<file path="config.mk">
export PLATFORM = sky130hd
export DESIGN_NAME = sat_counter
export DESIGN_NICKNAME = d
export VERILOG_FILES = /design/src/rtl/sat_counter.sv
export SDC_FILE = /design/constraint.sdc
export NUM_CORES = 1
export LEC_CHECK = 0
export ABC_AREA = 0
export CAP_MARGIN = 10
export CORE_AREA = 2 2 39 41
export CTS_CLUSTER_DIAMETER = 100
export DETAILED_ROUTE_END_ITERATION = 10
export DIE_AREA = 0 0 41 43
export GPL_ROUTABILITY_DRIVEN = 0
export HOLD_SLACK_MARGIN = 0.02
export PLACE_DENSITY = 0.66
export SLEW_MARGIN = 20
export SYNTH_ARGS = -nofsm -noshare
export SYNTH_HDL_FRONTEND = slang
export SYNTH_SLANG_ARGS = --single-unit
</file>
<file path="constraint.sdc">
create_clock -name clk -period 2.68 [get_ports clk]
set_input_delay 0.268 -clock clk [delete_from_list [all_inputs] [get_ports clk]]
set_output_delay 0.268 -clock clk [all_outputs]
set_load 0.005 [all_outputs]
</file>
<file path="src/rtl/sat_counter.sv">
// Saturating event counter; a clear coinciding with an increment yields 1.
module sat_counter #(
    parameter int ERR_W = 8
) (
    input  logic             clk,
    input  logic             reset,
    input  logic             inc,
    input  logic             clr,
    output logic [ERR_W-1:0] count
);

    logic [ERR_W-1:0] count_q;
    logic [ERR_W-1:0] count_d;

    always_comb begin
        count_d = count_q;
        if (clr) begin
            count_d = inc ? ERR_W'(1) : '0;
        end else if (inc && (count_q != '1)) begin
            count_d = count_q + ERR_W'(1);
        end
    end

    always_ff @(posedge clk) begin
        if (reset) begin
            count_q <= '0;
        end else begin
            count_q <= count_d;
        end
    end

    assign count = count_q;

endmodule

</file>
==> results.ini, run 1 <==
[status]
outcome = finished clean

[pwr]
p_per_area_nw_per_um2 = 413
power.share.combinational_pct = 9.1
internal_power_uw = 184
totalPowerFinal_uw = 244
power.leakage_uw = 0.000213
irDropWorstVdd_v = 0.000228
p_sw_share_pct = 24.3
power_frac_seq_pct = 50.6
clkPwrFrac_pct = 40.4
p_sw_uw = 59.2

[yosys]
synth_area_leaders = dfxtp_1 36%, mux2i_1 6.8%, a31oi_1 5.6%
syn_area_um2 = 444
ys_seq_elements = 8
synth_cells = 53
synth_nets = 58
synthDistinctLibCells = 25
ys_seq_area_share_pct = 36.1
yosys_warnings = 0
syn_area_per_cell_um2 = 8.38
synth_top_area_cell = dfxtp_1
synth_top_area_share_pct = 36.1

[cts]
postCtsResizedCells = 0
tritoncts = yes
numCtsBuffers = 3
clock_path_buffers = 2
clock-sinks = 8
postCtsHoldBufs = 0
cts_root_buffer = clkbuf_4
cts-htree-levels = 1
clk_latency_ps = 260
post_cts_buffers = 0
path_clk_slew_ps = 60

[setup_path]
worstSetupEndpointType = output port
cp_max_fo = 8
r2r-start = count[0]
cp_top_family = buffers and inverters
required_ps = 2410
arrival_ps = 1290
critPathBufInv = 1
rrSetupSlack_ps = 1270
crit_type = reg2out
r2r.worst_path.cells = 4
cp-start-kind = flip-flop
cpPeakStageDelay_ps = 550
cp_slowest_cell = clkdlybuf4s50_1
crit_chain = clkdlybuf4s50_1
reg2reg_to = count[1]

[min_path]
min_from = count[1]
hold_depth = 2
worstHoldPathType = reg2reg
hold_end = count[1]

[finish]
final_nets = 73
drive_gt1_share_pct = 7.58
syn_to_final_growth_pct = 32.7
fin_area_um2 = 589
largest_reg_flops = 8
diodes = 0

[global_route]
grt_pass1_vias = 402
grt_max_degree = 9
overflow = 0
grt_pass1_wl_um = 1750
track_usage_pct = 15.3
grt_antenna_before_repair = 0

[placed_design]
pre_cts_ws_ps = 1030
io_buffers = 11
placed_area_um2 = 567
detailed_place_hpwl_um = 794

[timing]
fin_crit_sh_pct = 58.0
finalMaxSlewViolations = 0
rsz0062_at_grt = false
finalCriticalPeriod_ps = 1550
worst_pin_slew_ps = 460
finalSetupViolCount = 0
finalHoldViolCount = 0
max_slew_margin_pct = 69.2
setup_slack_ps = 1130
skew_ps = 1.53
max_freq_mhz = 643
whs_ps = 523
fin_tns_setup_ps = 0

[routing]
drcViolationCount = 0
vias_per_cell = 5.72
firstDrtPassIters = 4
ant_nets = 0
wire_per_inst_um = 14.3
drt_iter0_drc = 10
drt-total-wl_um = 1170
vias = 469

[die]
core-area_um2 = 1380
die_y_um = 43
die_w_um = 41
start_util_pct = 32.1
boundaryPins = 12
dieArea_um2 = 1760
fp-row-count = 14

[run]
maxCapViolations = 0

-- power groups by stage --
stage | registers, uW | logic (uW) | clock network [uW]
final | 123 | 22.1 | 98.3
after global routing | 123 | 23.9 | 110
after CTS | 123 | 22.0 | 102
after detailed placement | 126 | 21.5 | 0
after global placement | 126 | 21.2 | 0
after floorplan | 125 | 9.44 | 0
-- metal layers --
| layer | up-vias | wire, um | share of wire, % | GRT usage [%] |
|---|---|---|---|---|
| li1 | 233 | - | - | - |
| met1 | 220 | 510 | 44 | 17.2 |
| met2 | 14 | 590 | 50 | 23.4 |
| met3 | 2 | 63 | 5.4 | 9.42 |
| met4 | 0 | 5 | 0.43 | 4.00 |
| met5 | - | 0 | 0 | 0 |
-- cells by family (layout without fill, tap and decap cells) --
family,count (synthesis),in the layout,synth area share (%)
mux,3,3,6.76
buf+inv,5,18,5.07
simple gates,21,21,27.1
fa+ha+maj,1,1,2.82
flops,8,8,36.1
compound gates,15,15,22.3
-- worst max path at each step --
stage                          end     start  cells past startpoint
after detailed placement  count[5]       inc                      4
after floorplan           count[1]  count[0]                      4
after CTS                 count[7]  count[7]                      1
final                     count[7]  count[7]                      1
after global routing      count[7]  count[7]                      1
after global placement    count[5]       inc                      4
-- layout make-up --
cell class | instances | area [um^2]
clock buffer | 3 | 22.5
fill | 158 | 795
inverter | 4 | 15.0
multi-input combinational | 40 | 262
sequential | 8 | 160
tap | 16 | 20.0
timing repair buffer | 11 | 110
-- synth_stat cells --
| cell | instances |
|---|---|
| a31oi_1 | 4 |
| a211oi_1 | 1 |
| o311ai_0 | 1 |
| nand4_1 | 3 |
| nand4b_1 | 1 |
| buf_4 | 1 |
| and3_1 | 1 |
| a2111oi_1 | 1 |
| nand3_1 | 2 |
| inv_1 | 4 |
| o41ai_1 | 1 |
| nand2_1 | 5 |
| nand2b_1 | 1 |
| and3_2 | 1 |
| nor4_1 | 1 |
| nor2b_1 | 1 |
| dfxtp_1 | 8 |
| o21ai_0 | 2 |
| a31o_2 | 1 |
| mux2i_1 | 3 |
| a21oi_1 | 4 |
| nor2_1 | 2 |
| ha_1 | 1 |
| and2_1 | 1 |
| and4_1 | 2 |
-- metrics by stage --
| stage | util (%) | std cells |
|---|---|---|
| floorplan | - | 53 |
| global placement | 41.0 | 79 |
| detailed placement | 41.0 | 79 |
| CTS | 42.6 | 82 |
| global route | 42.6 | 82 |
| finish | 42.6 | 82 |
-- cell usage in the layout (no fill, tap or decap) --
cell             netlist  layout
dfxtp_1                8       8
and3_1                 1       1
and3_2                 1       1
clkdlybuf4s50_1        0      11
nor2_1                 2       2
ha_1                   1       1
a2111oi_1              1       1
o311ai_0               1       1
clkbuf_4               0       3
nand2_1                5       5
o41ai_1                1       1
and4_1                 2       2
nand4b_1               1       1
a31oi_1                4       4
a31o_2                 1       1
a21oi_1                4       4
nand3_1                2       2
mux2i_1                3       3
nand2b_1               1       1
a211oi_1               1       1
nor2b_1                1       1
and2_1                 1       1
o21ai_0                2       2
nor4_1                 1       1
nand4_1                3       3
inv_1                  4       4
Note: power is estimated with default switching activity, not from simulation.
==> inputs of run 2 (changes only) <==
==> constraint.sdc (replaced) <==
create_clock -name clk -period 1.5 [get_ports clk]
set_input_delay 0.15 -clock clk [delete_from_list [all_inputs] [get_ports clk]]
set_output_delay 0.15 -clock clk [all_outputs]
set_load 0.005 [all_outputs]
==> run 2 against run 1 <==
Effect of this change: register-to-register slack worse by 1200 ps; non-clock buffer count rose by 4; clock power rose by 75%; critical path type unchanged; largest cell class unchanged; largest power group unchanged.
==> results.ini, run 2 (same netlist as run 1, synthesis figures left out) <==
[status]
outcome = finished clean  ; unchanged

[global_route]
grt_pass1_vias = 447  ; was 402
overflow = 0  ; unchanged
grt_pass1_wl_um = 1930  ; was 1750 um
track_usage_pct = 15.8  ; was 15.3%
grt_antenna_before_repair = 0  ; unchanged
grt_max_degree = 9  ; unchanged

[placed_design]
io_buffers = 11  ; unchanged
placed_area_um2 = 597  ; was 567 um^2
detailed_place_hpwl_um = 823  ; was 794 um
pre_cts_ws_ps = -47.8  ; was 1030 ps

[routing]
drt-total-wl_um = 1160  ; was 1170 um
firstDrtPassIters = 4  ; unchanged
drt_iter0_drc = 15  ; was 10
vias = 505  ; was 469
vias_per_cell = 5.87  ; was 5.72
ant_nets = 0  ; unchanged
drcViolationCount = 0  ; unchanged
wire_per_inst_um = 13.5  ; was 14.3 um

[cts]
postCtsHoldBufs = 0  ; unchanged
clock_path_buffers = 2  ; unchanged
tritoncts = yes  ; unchanged
clock-sinks = 8  ; unchanged
postCtsResizedCells = 0  ; unchanged
cts-htree-levels = 1  ; unchanged
numCtsBuffers = 3  ; unchanged
path_clk_slew_ps = 60  ; about the same
post_cts_buffers = 0  ; unchanged
clk_latency_ps = 260  ; about the same
cts_root_buffer = clkbuf_4  ; unchanged

[setup_path]
required_ps = 1350  ; was 2410 ps
worstSetupEndpointType = output port  ; unchanged
crit_chain = clkdlybuf4s50_1  ; unchanged
cp_top_family = buffers and inverters  ; unchanged
cpPeakStageDelay_ps = 560  ; was 550 ps
cp-start-kind = flip-flop  ; unchanged
critPathBufInv = 1  ; unchanged
crit_type = reg2out  ; unchanged
arrival_ps = 1290  ; about the same
cp_slowest_cell = clkdlybuf4s50_1  ; unchanged
cp_max_fo = 8  ; unchanged

[die]
core-area_um2 = 1380  ; unchanged
fp-row-count = 14  ; unchanged
start_util_pct = 32.1  ; unchanged
die_y_um = 43  ; unchanged
boundaryPins = 12  ; unchanged
die_w_um = 41  ; unchanged
dieArea_um2 = 1760  ; unchanged

[finish]
nFillCells = 139  ; was 158
layout_common_cells = 11 x clkdlybuf4s50_1, 8 x dfxtp_1, 5 x nand2_1  ; unchanged
final_common_cell = clkdlybuf4s50_1  ; unchanged
fin_area_um2 = 622  ; was 589 um^2
syn_to_final_growth_pct = 40.0  ; was 32.7%
largest_reg_flops = 8  ; unchanged
final_nets = 77  ; was 73
drive_gt1_share_pct = 14.3  ; was 7.58%
diodes = 0  ; unchanged

[timing]
rsz0062_at_grt = true  ; was false
fin_crit_sh_pct = 95.9
finalMaxSlewViolations = 0  ; unchanged
setup_slack_ps = 61.4  ; was 1130 ps
finalCriticalPeriod_ps = 1440
finalSetupViolCount = 0  ; unchanged
worst_pin_slew_ps = 346  ; was 460 ps
finalHoldViolCount = 0  ; unchanged
max_freq_mhz = 695
max_slew_margin_pct = 76.9  ; was 69.2%
skew_ps = 7.35  ; was 1.53 ps

[pwr]
p_per_area_nw_per_um2 = 700  ; was 413 nW/um^2
power.leakage_uw = 0.000232  ; was 0.000213 uW
irDropWorstVdd_v = 0.000520  ; was 0.000228 V

[run]
maxCapViolations = 0  ; unchanged

[min_path]
worstHoldPathType = reg2reg  ; unchanged

-- run 2: cell types whose count changed in the layout (fill, tap and decap cells not counted) --
cell,change
buf_4,+4
ha_2,+1
ha_1,-1
-- run 2: per-stage QoR --
stage / std cells / util [%] / TNS (ps) / hold slack [ps] / power, uW
floorplan: 53 / - / 0 / 219 / 241
finish: 86 / 44.9 / 0 / 535 / 435
global route: 86 / 44.9 / -14.8 / 542 / 456
detailed placement: 83 / 43.1 / -47.8 / 528 / 266
global placement: 83 / 43.1 / 0 / 524 / 266
CTS: 86 / 44.8 / 0 / 540 / 440
-- run 2: area by class of cell --
| type | count | area (um^2) | area share [%] |
|---|---|---|---|
| multi-input cells | 40 | 264 | 42.5 |
| flip-flops and latches | 8 | 160 | 25.8 |
| repair buffers | 15 | 140 | 22.5 |
| clock buffers | 3 | 22.5 | 3.62 |
| well taps | 16 | 20.0 | 3.22 |
| inverters | 4 | 15.0 | 2.41 |
-- run 2: per-layer routing --
metal / vias up / GRT usage, % / routed length [um]
li1: 242 / - / -
met1: 232 / 21.3 / 550
met2: 25 / 22.8 / 532
met3: 6 / 3.14 / 50
met4: 0 / 8.00 / 29
met5: - / 0 / 0
-- run 2: final timing paths --
path / startpoint / endpoint / slack [ps] / cells past startpoint
setup / recovery: count[5] / count[5] / 60 / 1
hold / removal: count[3] / count[3] / 530 / 1
setup reg to reg: count[0] / count[6] / 120 / 4
hold reg to reg: count[3] / count[3] / 530 / 1
-- run 2: where the power goes --
part,internal (uW),switching [uW]
Sequential,216,3.97
Combinational,24.5,18.8
Clock,92.1,80.2
Total,332,103
==> variant 1 (flow settings as in run 2) <==
Set the parameter `ERR_W` to 12 (it was 8).
--- a/src/rtl/sat_counter.sv
+++ b/src/rtl/sat_counter.sv
@@ -1,5 +1,5 @@
 // Saturating event counter; a clear coinciding with an increment yields 1.
 module sat_counter #(
-    parameter int ERR_W = 8
+    parameter int ERR_W = 12
 ) (
     input  logic             clk,
Ports: changed (resized count); port bits go from 12 to 16. No check against the original RTL was run, so the function may have changed too.
==> variant 1 against run 2 <==
Fmax up 0.98%. Count of clock-buffer cells in the layout is 1 higher. Register-to-register slack lost 0.04 ns. Area after synthesis is 48% higher. Sequential power grew 47%. Wire length increased by 45%. Design area rose by 52%. Worst hold slack worse by 0.045 ns. Setup slack gained 0.014 ns. Sequential cell count grew 4. Combinational power increased by 34%. Power is 47% higher. Largest power group unchanged.
==> variant 1: results (changes against run 2) <==
PortBufs=15 (+4); R2R setup slack=0.08 ns (-0.04 ns); DR WL met2=779 um (+46%); Met3 Wirelength=51 um (+2.0%); top cells by area, synth=dfxtp_1, nand3_1, nor2_1, nand2_1, o21ai_0; worst reg2reg path endpoint=count[10]$_SDFFE_PP0P_; Largest register FFs=12 (+4); layout cells sized above 1=24.3% (+10 points); Critical path origin=count[8]$_SDFFE_PP0P_; number of global-route vias before repair=617 (+38%); post-synthesis sequential area ratio=36.6% (+0.58 points); Worst-path clk slew=0.08 ns (+0.02 ns); first-pass GRT wire length=2680 um (+39%); VDD IR-drop max=0.000424 V (-18%); 1st-iter DRT viols=19 (+4); R2R Path Start=count[1]$_SDFFE_PP0P_; Cell Area, Placed=891 um2 (+49%); depth of the most critical reg-to-reg path=5 (+1); most frequent cells after synthesis=dfxtp_1, nor2_1, nand2_1, nand3_1, o21ai_0; Final Routed Wirelength=1690 um (+45%); Layout Skew=0.00268 ns (-0.00467 ns); CP peak stage delay=0.49 ns (-0.07 ns); Worst Tran Pin Value=0.311 ns (-0.0351 ns); NumNets Final=109 (+42%); CP max FO=6 (-2); crit path DAT=1.27 ns (-0.02 ns); outcome=finished clean; DRT met1 WL=842 um (+53%); Worst Setup EP=count[8]; Worst Hold Class=primary input to flop; Mapped Cells=77 (+45%); syn nets=82 (+41%)
==> variant 1: what timing repair did <==
item | CTS | global route
setup endpoints to repair | 0 | 5
endpoints found under the hold margin | 0 | 0
gates resized for setup | 0 | 3
==> variant 1: where the power goes <==
| group | switching [mW] | internal (mW) | total [mW] |
|---|---|---|---|
| clock | 0.110 | 0.147 | 0.257 |
| sequential | 0.00158 | 0.321 | 0.323 |
| combinational | 0.0286 | 0.0294 | 0.0581 |
| total | 0.140 | 0.498 | 0.638 |
==> variant 1: kinds of logic (layout without fill, tap and decap cells) <==
group	count (synthesis)	count (layout)	share of synthesized area, %
buffers and inverters	4	30	2.67
and+or+nand+nor	35	35	29.8
muxes	2	2	3.05
DFF	12	12	36.6
xor gates and xnor gates	1	1	1.34
AOI/OAI and AO/OA	22	22	24.6
adders and majority gates	1	1	1.91
==> variant 1: area by class of cell <==
cell class / instances / area share [%]
inverter: 1 / 0.397
timing repair buffer: 25 / 23.8
tap: 16 / 2.12
sequential: 12 / 25.7
clock buffer: 4 / 3.84
multi-input combinational: 61 / 44.1
==> variant 1: worst min-delay path by stage <==
stage                               start               endpoint  slack [ns]  depth (start not counted)
floorplan                           reset  count[0]$_SDFFE_PP0P_        0.21                          1
global placement    count[6]$_SDFFE_PP0P_  count[6]$_SDFFE_PP0P_        0.52                          2
detailed placement  count[6]$_SDFFE_PP0P_  count[6]$_SDFFE_PP0P_        0.52                          2
CTS                                 reset  count[0]$_SDFFE_PP0P_        0.49                          2
global route                        reset  count[0]$_SDFFE_PP0P_        0.52                          2
finish                              reset  count[0]$_SDFFE_PP0P_        0.49                          2
==> variant 1: through the flow <==
| step | setup TNS, ns | setup slack (ns) | power (mW) | std cells | util [%] |
|---|---|---|---|---|---|
| after detailed placement | 0 | 0.00324 | 0.386 | 115 | 64.4 |
| after CTS | 0 | 0.00760 | 0.639 | 119 | 67.0 |
| final | 0 | 0.0754 | 0.638 | 119 | 68.3 |
| after floorplan | 0 | 0.00160 | 0.350 | 77 | - |
| after global placement | 0 | 0.0288 | 0.385 | 115 | 64.4 |
| after global routing | -0.00911 | -0.00911 | 0.661 | 119 | 68.3 |
==> variant 1: critical path: cells and delay by family, from the launching register on <==
| family | cells | cell delay (ns) |
|---|---|---|
| flip-flops | 1 | 0.38 |
| buffers and inverters | 2 | 0.63 |
==> variant 1: layer usage <==
| layer | vias to the layer above | GRT usage, % |
|---|---|---|
| met3 | 2 | 3.14 |
| met5 | - | 0 |
| met1 | 322 | 33.0 |
| li1 | 348 | - |
| met4 | 0 | 8.00 |
| met2 | 12 | 30.3 |
==> variant 2 (settings of run 2) <==
Without the edit above. Register the inputs `inc` and `clr` before use, with the module's reset. The logic sees them one clock later.
--- a/src/rtl/sat_counter.sv
+++ b/src/rtl/sat_counter.sv
@@ -10,4 +10,17 @@
 );
 
+    logic inc_q;
+    logic clr_q;
+
+    always_ff @(posedge clk) begin
+        if (reset) begin
+            inc_q <= '0;
+            clr_q <= '0;
+        end else begin
+            inc_q <= inc;
+            clr_q <= clr;
+        end
+    end
+
     logic [ERR_W-1:0] count_q;
     logic [ERR_W-1:0] count_d;
@@ -15,7 +28,7 @@
     always_comb begin
         count_d = count_q;
-        if (clr) begin
-            count_d = inc ? ERR_W'(1) : '0;
-        end else if (inc && (count_q != '1)) begin
+        if (clr_q) begin
+            count_d = inc_q ? ERR_W'(1) : '0;
+        end else if (inc_q && (count_q != '1)) begin
             count_d = count_q + ERR_W'(1);
         end
Formal check against the unedited RTL: not equivalent (Yosys sat finds a counterexample within 4 cycles, from zero or initial values and one cycle with reset high).
==> variant 2 against run 2 <==
Area after synthesis grew 14%. First-iteration DRC count shrank 53%. Core utilization grew 4.9 points. Wire length shrank 4.8%. Fmax shrank 0.55%. Sequential cell count grew 2. Sequential power grew 27%. Global-route usage shrank 0.69 points. Power grew 30%. Clock power grew 42%. Non-clock buffer count is the same. Setup slack lost 0.0079 ns. Clock skew shrank 0.0047 ns. Design area grew 11%.
==> variant 2: results (changes against run 2) <==
first-pass GRT wire length=1780 um (-7.5%); pre-CTS setup slack=0.121 ns (+0.169 ns); Vias/cell=5.52 (-6.1%); VDD IR-drop max=0.000385 V (-26%); Met3 Wirelength=74 um (+48%); H-tree depth=1 (unchanged); Min-Delay Startpoint=inc; R2R setup slack=0.11 ns; number of global-route vias before repair=428 (-4.3%); Final Routed Wirelength=1110 um (-4.8%); Hold Worst Slack=0.435 ns (-0.100 ns); GR Util met1=18.4% (-2.8 points); clk root buf=clkbuf_4; worst hold path endpoint=inc_q$_SDFF_PP0_; dpl cells=87 (+4.8%); worst reg2reg path endpoint=count[1]$_SDFFE_PP0P_; met3 usage=7.85% (+4.7 points); GRT Util Overall=15.1% (-0.69 points); Global Route met2 Usage=21.6% (-1.2 points); NumNets Final=81 (+5.2%); 1st-iter DRT viols=7 (-8); crit path DAT=1.30 ns; Mapped Cells=57 (+7.5%); DRT met1 WL=478 um (-13%); syn nets=62 (+6.9%); PortBufs=11 (unchanged); DR WL met2=537 um (+0.94%); Cell Area, Placed=653 um2 (+9.4%); placed wire-length estimate=848 um (+3.0%); top cells by area, synth=dfxtp_1, mux2i_1, a31oi_1, a21oi_1, nand2_1; Worst Tran Pin Value=0.319 ns (-0.0262 ns); most frequent cells after synthesis=dfxtp_1, nand2_1, a21oi_1, a31oi_1, inv_1; outcome=finished clean; layout cells sized above 1=12.0% (-2.3 points); post-synthesis sequential area ratio=39.7% (+3.6 points); filler cell count=133 (-4.3%); fin cells=91 (+5.8%); Hold Path Stages=2 (+1)
-- variant 2: cell count changes after synthesis --
| cell | change |
|---|---|
| a31o_2 | -1 |
| a31o_1 | +1 |
| and3_4 | +1 |
| nor2b_1 | +2 |
| buf_4 | -1 |
| dfxtp_1 | +2 |
| and3_2 | -1 |
| buf_6 | +1 |
| o311ai_1 | +1 |
| o311ai_0 | -1 |
-- variant 2: kinds of logic after synthesis --
logic type / count (synthesis) / share of synthesized area, %
compound gates: 15 / 19.6
mux: 3 / 5.96
simple gates: 23 / 27.1
flops: 10 / 39.7
buf+inv: 5 / 5.21
fa+ha+maj: 1 / 2.48
-- variant 2: report_power, final --
group	switching, mW	total (mW)	internal [mW]
clock network	0.0960	0.244	0.148
registers	0.00797	0.279	0.271
logic	0.0159	0.0411	0.0252
-- variant 2: worst max-delay path by stage --
| stage | slack, ns | cells after the start | end | from |
|---|---|---|---|---|
| 2_1_floorplan | 0.25 | 4 | count[1]$_SDFFE_PP0P_ | count[0]$_SDFFE_PP0P_ |
| 3_3_place_gp | 0.14 | 3 | count[5]$_SDFFE_PP0P_ | count[7]$_SDFFE_PP0P_ |
| 3_5_place_dp | 0.12 | 4 | count[1]$_SDFFE_PP0P_ | count[0]$_SDFFE_PP0P_ |
| 4_1_cts | 0.05 | 1 | count[7] | count[7]$_SDFFE_PP0P_ |
| 5_1_grt | 0.002 | 1 | count[7] | count[7]$_SDFFE_PP0P_ |
| 6_report | 0.05 | 1 | count[7] | count[7]$_SDFFE_PP0P_ |
-- variant 2: area by class of cell --
type	count	area (um2)	share of cell area (%)
Clock buffer	4	36.3	5.26
Inverter	4	15.0	2.18
Multi-Input combinational cell	42	278	40.3
Sequential cell	10	200	29.0
Tap cell	16	20.0	2.90
Timing Repair Buffer	15	140	20.3
